===== src/rtl/seq_divider_pkg.sv =====
// seq_divider_pkg: shared constants and state encoding for the sequential
// restoring divider. The width constants are also meant for the multiplier
// side, so that A*B products can be round-tripped through the divider.
package seq_divider_pkg;

  localparam int DIV_N_BITS = 16;  // dividend / quotient width
  localparam int DIV_D_BITS = 8;   // divisor / remainder width
  localparam int DIV_ITERS  = DIV_N_BITS;

  typedef enum logic [1:0] {
    IDLE = 2'd0,
    RUN  = 2'd1,
    DONE = 2'd2
  } div_state_e;

endpackage


===== src/rtl/seq_divider_div_step.sv =====
// div_step: one combinational restoring-division iteration.
//   pr_i      : current partial remainder (D_BITS+1 wide)
//   bit_i     : next dividend bit, MSB first
//   divisor_i : divisor
//   pr_o      : partial remainder after shift and conditional subtract
//   qbit_o    : quotient bit produced by this iteration
module div_step #(
  parameter int D_BITS = 8
) (
  input  logic [D_BITS:0]   pr_i,
  input  logic              bit_i,
  input  logic [D_BITS-1:0] divisor_i,
  output logic [D_BITS:0]   pr_o,
  output logic              qbit_o
);

  // Keep the shifted value one bit wider than pr so the compare sees the
  // whole shifted quantity, even though pr < divisor keeps the top bit 0.
  logic [D_BITS+1:0] shifted;

  assign shifted = {pr_i, bit_i};
  assign qbit_o  = shifted >= (D_BITS+2)'(divisor_i);
  assign pr_o    = qbit_o ? (D_BITS+1)'(shifted - (D_BITS+2)'(divisor_i))
                          : shifted[D_BITS:0];

endmodule


===== src/rtl/seq_divider.sv =====
// seq_divider: sequential unsigned restoring divider, N_BITS / D_BITS.
// One iteration per clock; a division takes 18 cycles start to start.
//   clk, rst             : clock, asynchronous active-high reset
//   start                : request, sampled only in IDLE
//   dividend, divisor    : operands, captured on the accepting edge
//   busy                 : high from accept until return to IDLE
//   done                 : one-cycle result-valid pulse
//   quotient, remainder  : results, held until the next completed division
//   dz                   : divide-by-zero flag, updated with the results
module seq_divider
  import seq_divider_pkg::*;
#(
  parameter int N_BITS = DIV_N_BITS,
  parameter int D_BITS = DIV_D_BITS
) (
  input  logic              clk,
  input  logic              rst,
  input  logic              start,
  input  logic [N_BITS-1:0] dividend,
  input  logic [D_BITS-1:0] divisor,
  output logic              busy,
  output logic              done,
  output logic [N_BITS-1:0] quotient,
  output logic [D_BITS-1:0] remainder,
  output logic              dz
);

  localparam int CW = $clog2(N_BITS) + 1;

  div_state_e        state_q;
  logic [N_BITS-1:0] dvd_q;     // dividend shifts out MSB-first, quotient bits shift in
  logic [D_BITS-1:0] dvs_q;
  logic [D_BITS:0]   pr_q;
  logic [CW-1:0]     cnt_q;
  logic              busy_q, done_q, dz_q;
  logic [N_BITS-1:0] quot_q;
  logic [D_BITS-1:0] rem_q;

  logic [D_BITS:0]   pr_d;
  logic              qbit_d;

  div_step #(.D_BITS(D_BITS)) u_step (
    .pr_i      (pr_q),
    .bit_i     (dvd_q[N_BITS-1]),
    .divisor_i (dvs_q),
    .pr_o      (pr_d),
    .qbit_o    (qbit_d)
  );

  always_ff @(posedge clk or posedge rst) begin
    if (rst) begin
      state_q <= IDLE;
      dvd_q   <= '0;
      dvs_q   <= '0;
      pr_q    <= '0;
      cnt_q   <= '0;
      busy_q  <= 1'b0;
      done_q  <= 1'b0;
      dz_q    <= 1'b0;
      quot_q  <= '0;
      rem_q   <= '0;
    end else begin
      case (state_q)
        IDLE: begin
          done_q <= 1'b0;
          if (start) begin
            busy_q <= 1'b1;
            dvd_q  <= dividend;
            dvs_q  <= divisor;
            pr_q   <= '0;
            cnt_q  <= '0;
            if (divisor == '0) begin
              // Divide by zero skips the iterations entirely.
              quot_q  <= '1;
              rem_q   <= dividend[D_BITS-1:0];
              dz_q    <= 1'b1;
              done_q  <= 1'b1;
              state_q <= DONE;
            end else begin
              state_q <= RUN;
            end
          end
        end
        RUN: begin
          pr_q  <= pr_d;
          dvd_q <= {dvd_q[N_BITS-2:0], qbit_d};
          cnt_q <= cnt_q + 1'b1;
          if (cnt_q == CW'(N_BITS - 1)) begin
            quot_q  <= {dvd_q[N_BITS-2:0], qbit_d};
            rem_q   <= pr_d[D_BITS-1:0];
            dz_q    <= 1'b0;
            done_q  <= 1'b1;
            state_q <= DONE;
          end
        end
        DONE: begin
          done_q  <= 1'b0;
          busy_q  <= 1'b0;
          state_q <= IDLE;
        end
        default: state_q <= IDLE;
      endcase
    end
  end

  assign busy      = busy_q;
  assign done      = done_q;
  assign quotient  = quot_q;
  assign remainder = rem_q;
  assign dz        = dz_q;

endmodule


===== config.mk =====
export PLATFORM = sky130hd
export DESIGN_NAME = seq_divider
export DESIGN_NICKNAME = d
export VERILOG_FILES = /design/src/rtl/seq_divider_pkg.sv /design/src/rtl/seq_divider_div_step.sv /design/src/rtl/seq_divider.sv
export SDC_FILE = /design/constraint.sdc
export NUM_CORES = 1
export LEC_CHECK = 0
export ABC_CLOCK_PERIOD_IN_PS = 2900
export BUFFER_PORTS_ARGS = -buffer_cell sky130_fd_sc_hd__buf_2
export CAP_MARGIN = 0
export CORE_AREA = 2 2 63 125
export DETAILED_ROUTE_END_ITERATION = 10
export DIE_AREA = 0 0 65 127
export MAX_ROUTING_LAYER = met4
export PLACE_DENSITY_LB_ADDON = 0.2
export SETUP_SLACK_MARGIN = 0.2
export SKIP_CTS_REPAIR_TIMING = 1
export SLEW_MARGIN = 20
export SYNTH_ARGS = -nofsm -noshare
export SYNTH_HDL_FRONTEND = slang
export SYNTH_SLANG_ARGS = --single-unit

===== constraint.sdc =====
create_clock -name clk -period 2.9 [get_ports clk]
set_clock_uncertainty 0.15 [all_clocks]
set_input_delay 0.58 -clock clk [delete_from_list [all_inputs] [get_ports clk]]
set_output_delay 0.58 -clock clk [all_outputs]
set_load 0.005 [all_outputs]

==> impl_metrics.toml <==
[timing]
worstMarginPinSlew_ns = 0.646
tns_ns = 0
slew_headroom = 0.569
post-route-period-util = 0.967
setup_viol = 0
max_freq_mhz = 357
drv_slew = 0
rsz0062_at_grt = "yes"
final.setup.worst_slack_ns = 0.0960
finalHoldViolCount = 0
period_minus_slack_ns = 2.80

[cells_and_area]
final_common_cell = "dfrtp_1"
final_cell_mix = "dfrtp_1 (67), buf_2 (53), nor2_1 (42), inv_1 (31), a21oi_1 (27)"
nets = 474
drive_gt1_frac = 0.282
num_antenna_cells = 0
syn_to_final_growth_pct = 25.7

[floorplanning]
core_um2 = 7210
initial_utilization = 0.495
chipHeight_um = 127
die_w_um = 65
dieArea_um2 = 8260
rows = 44
ios = 54

[global_routing]
grt_pass1_wl_um = 13500
met1_usage = 0.256
grt_use_met2 = 0.364
first_global_vias = 2887
top_usage_layer = "met2"
antenna_found_initial = 0
grt_max_degree = 55
gr-total-overflow = 0
use_met3 = 0.0440
grt_usage = 0.220

[setup_path]
max_stage_delay_ns = 0.41
criticalPathCategory = "flop to flop"
cp.arrival_ns = 2.88
end_kind = "flop"
worstPathCellList = "inv_2 -> ha_4 -> inv_2 -> fa_2 -> a211oi_4 -> o21bai_2 -> a2111oi_4 -> buf_4 -> mux2_4 -> o311ai_2"
crit_path_top_delay_cell = "fa_2"
setup.worst_path.start_class = "flop"
crit_required_ns = 2.98
critPathMaxFanout = 2
cp_common_cell = "inv_2"

[place]
hpwlAfterDp_um = 5960
numPortBuffers = 53
dp_slack_ns = 0.153
gp_congestion = 0.766

[yosys]
yosys-top-cells-area = "dfrtp_1 (47%), mux2i_1 (6.2%), ha_1 (4.9%), nor2_1 (4.4%), a21oi_1 (3.8%)"
synthDistinctLibCells = 50
async_reset_ff_frac = 1.00
syn_inst = 368
synth_ff_type = "dfrtp_1"
synth_nets = 410
netlist_area_um2 = 3570
synth-seq-cells = 67
synth_largest_area_cell = "dfrtp_1"
syn_area_per_cell_um2 = 9.70
ys_warn_count = 0
ys_seq_area_frac = 0.470
synth-edff-count = 0
yosysTopAreaCellShare = 0.470

[flow_run]
drv_cap = 0

[routing]
drt_first_pass_iters = 4
drcViolationCount = 0
drtIter0Drc = 154
final_antenna_net_count = 0
wirelength_um = 8390
wl_per_cell_um = 15.9
detail_route.vias_per_cell = 5.55
via_count = 2929

[clocking]
cts_tree = "yes"
clock_latency_ns = 0.33
clockBufferDepth = 2
h-tree-depth = 3
cts_buffers = 9
cts-root-buf = "clkbuf_16"
clock-sinks = 67
cts.clk_slew.worst_paths_ns = 0.05

[pwr]
ir_drop_mv = 0.596
p_leak_uw = 0.00203
powerDensity_nw_per_um2 = 1100

[outcome]
status = "complete, no violations"

[min_path]
min_path_type = "input pin to async pin"
==> worst max-delay path: cells and delay by family, from the launching register on <==
kind	cells	cell delay (ns)
adder cells (fa/ha/maj)	2	0.54
AO/OA/AOI/OAI	4	1.01
multiplexers	1	0.31
buffers and inverters	3	0.31
flip-flops	1	0.39
==> registers in the layout, summed over array words and instances (netlist names) <==
| name | count |
|---|---|
| busy | 1 |
| cnt_q | 5 |
| done | 1 |
| dvd_q | 16 |
| dvs_q | 8 |
| dz | 1 |
| pr_q | 9 |
| quotient | 16 |
| remainder | 8 |
| state_q | 2 |
==> per-stage QoR <==
step | hold slack [ns] | total power, µW | cells | utilization | cell area [µm²]
final | 0.190 | 4950 | 528 | 0.622 | 4490
after global routing | 0.225 | 5310 | 528 | 0.622 | 4490
after CTS | 0.201 | 4730 | 523 | 0.599 | 4320
after detailed placement | 0.331 | 3640 | 508 | 0.558 | 4030
after global placement | 0.318 | 3600 | 508 | 0.558 | 4030
after floorplan | 0.322 | 2960 | 368 | - | 3570
==> cell families after synthesis <==
group,share of synthesized area
and+or+nand+nor,0.131
AOI/OAI and AO/OA,0.185
DFF,0.470
buffers and inverters,0.0589
muxes,0.0933
adders and majority gates,0.0547
xor gates and xnor gates,0.00736
==> where the power goes <==
part           internal [µW]  switching (µW)
clock                    706             366
sequential              1270             242
combinational           1020            1350
total                   3000            1950
==> area by class of cell <==
cell class,instances,area (µm²)
clock buffers,13,260
clock inverters,2,35.0
fillers,635,2730
inverters,34,128
multi-input cells,248,1810
flip-flops and latches,67,1680
well taps,92,115
repair buffers,72,460
==> final timing paths <==
path | from | endpoint | slack (ns) | cells after the start
min | rst | quotient[9] | 0.19 | 2
min reg2reg | dz | dz | 0.34 | 2
min in group clk | dz | dz | 0.34 | 2
max reg2reg | dvd_q[15] | remainder[0] | 0.1 | 10
max | dvd_q[15] | remainder[0] | 0.1 | 10
max in group asynchronous | rst | quotient[2] | 1.77 | 3
==> cell usage after synthesis, drive strengths merged, types with 3 or more instances <==
master and number:
ha 14, a21oi 28, o31ai 10, buf 4, inv 34, xor2 3
nand2 27, dfrtp 67, o21ai 14, a211oi 8, a21o 3, a31oi 18
mux2 10, nor2 42, nor3b 3, mux2i 22, nand4 3, nor2b 6
clkbuf 15, nand2b 4
==> metal layers <==
layer  vias to the layer above  part of all wire
met5                         -                 0
met4                         0             0.023
met3                        12             0.031
met2                        63              0.52
met1                      1433              0.42
li1                       1421                 -
Note: power is estimated with default switching activity, not from simulation.
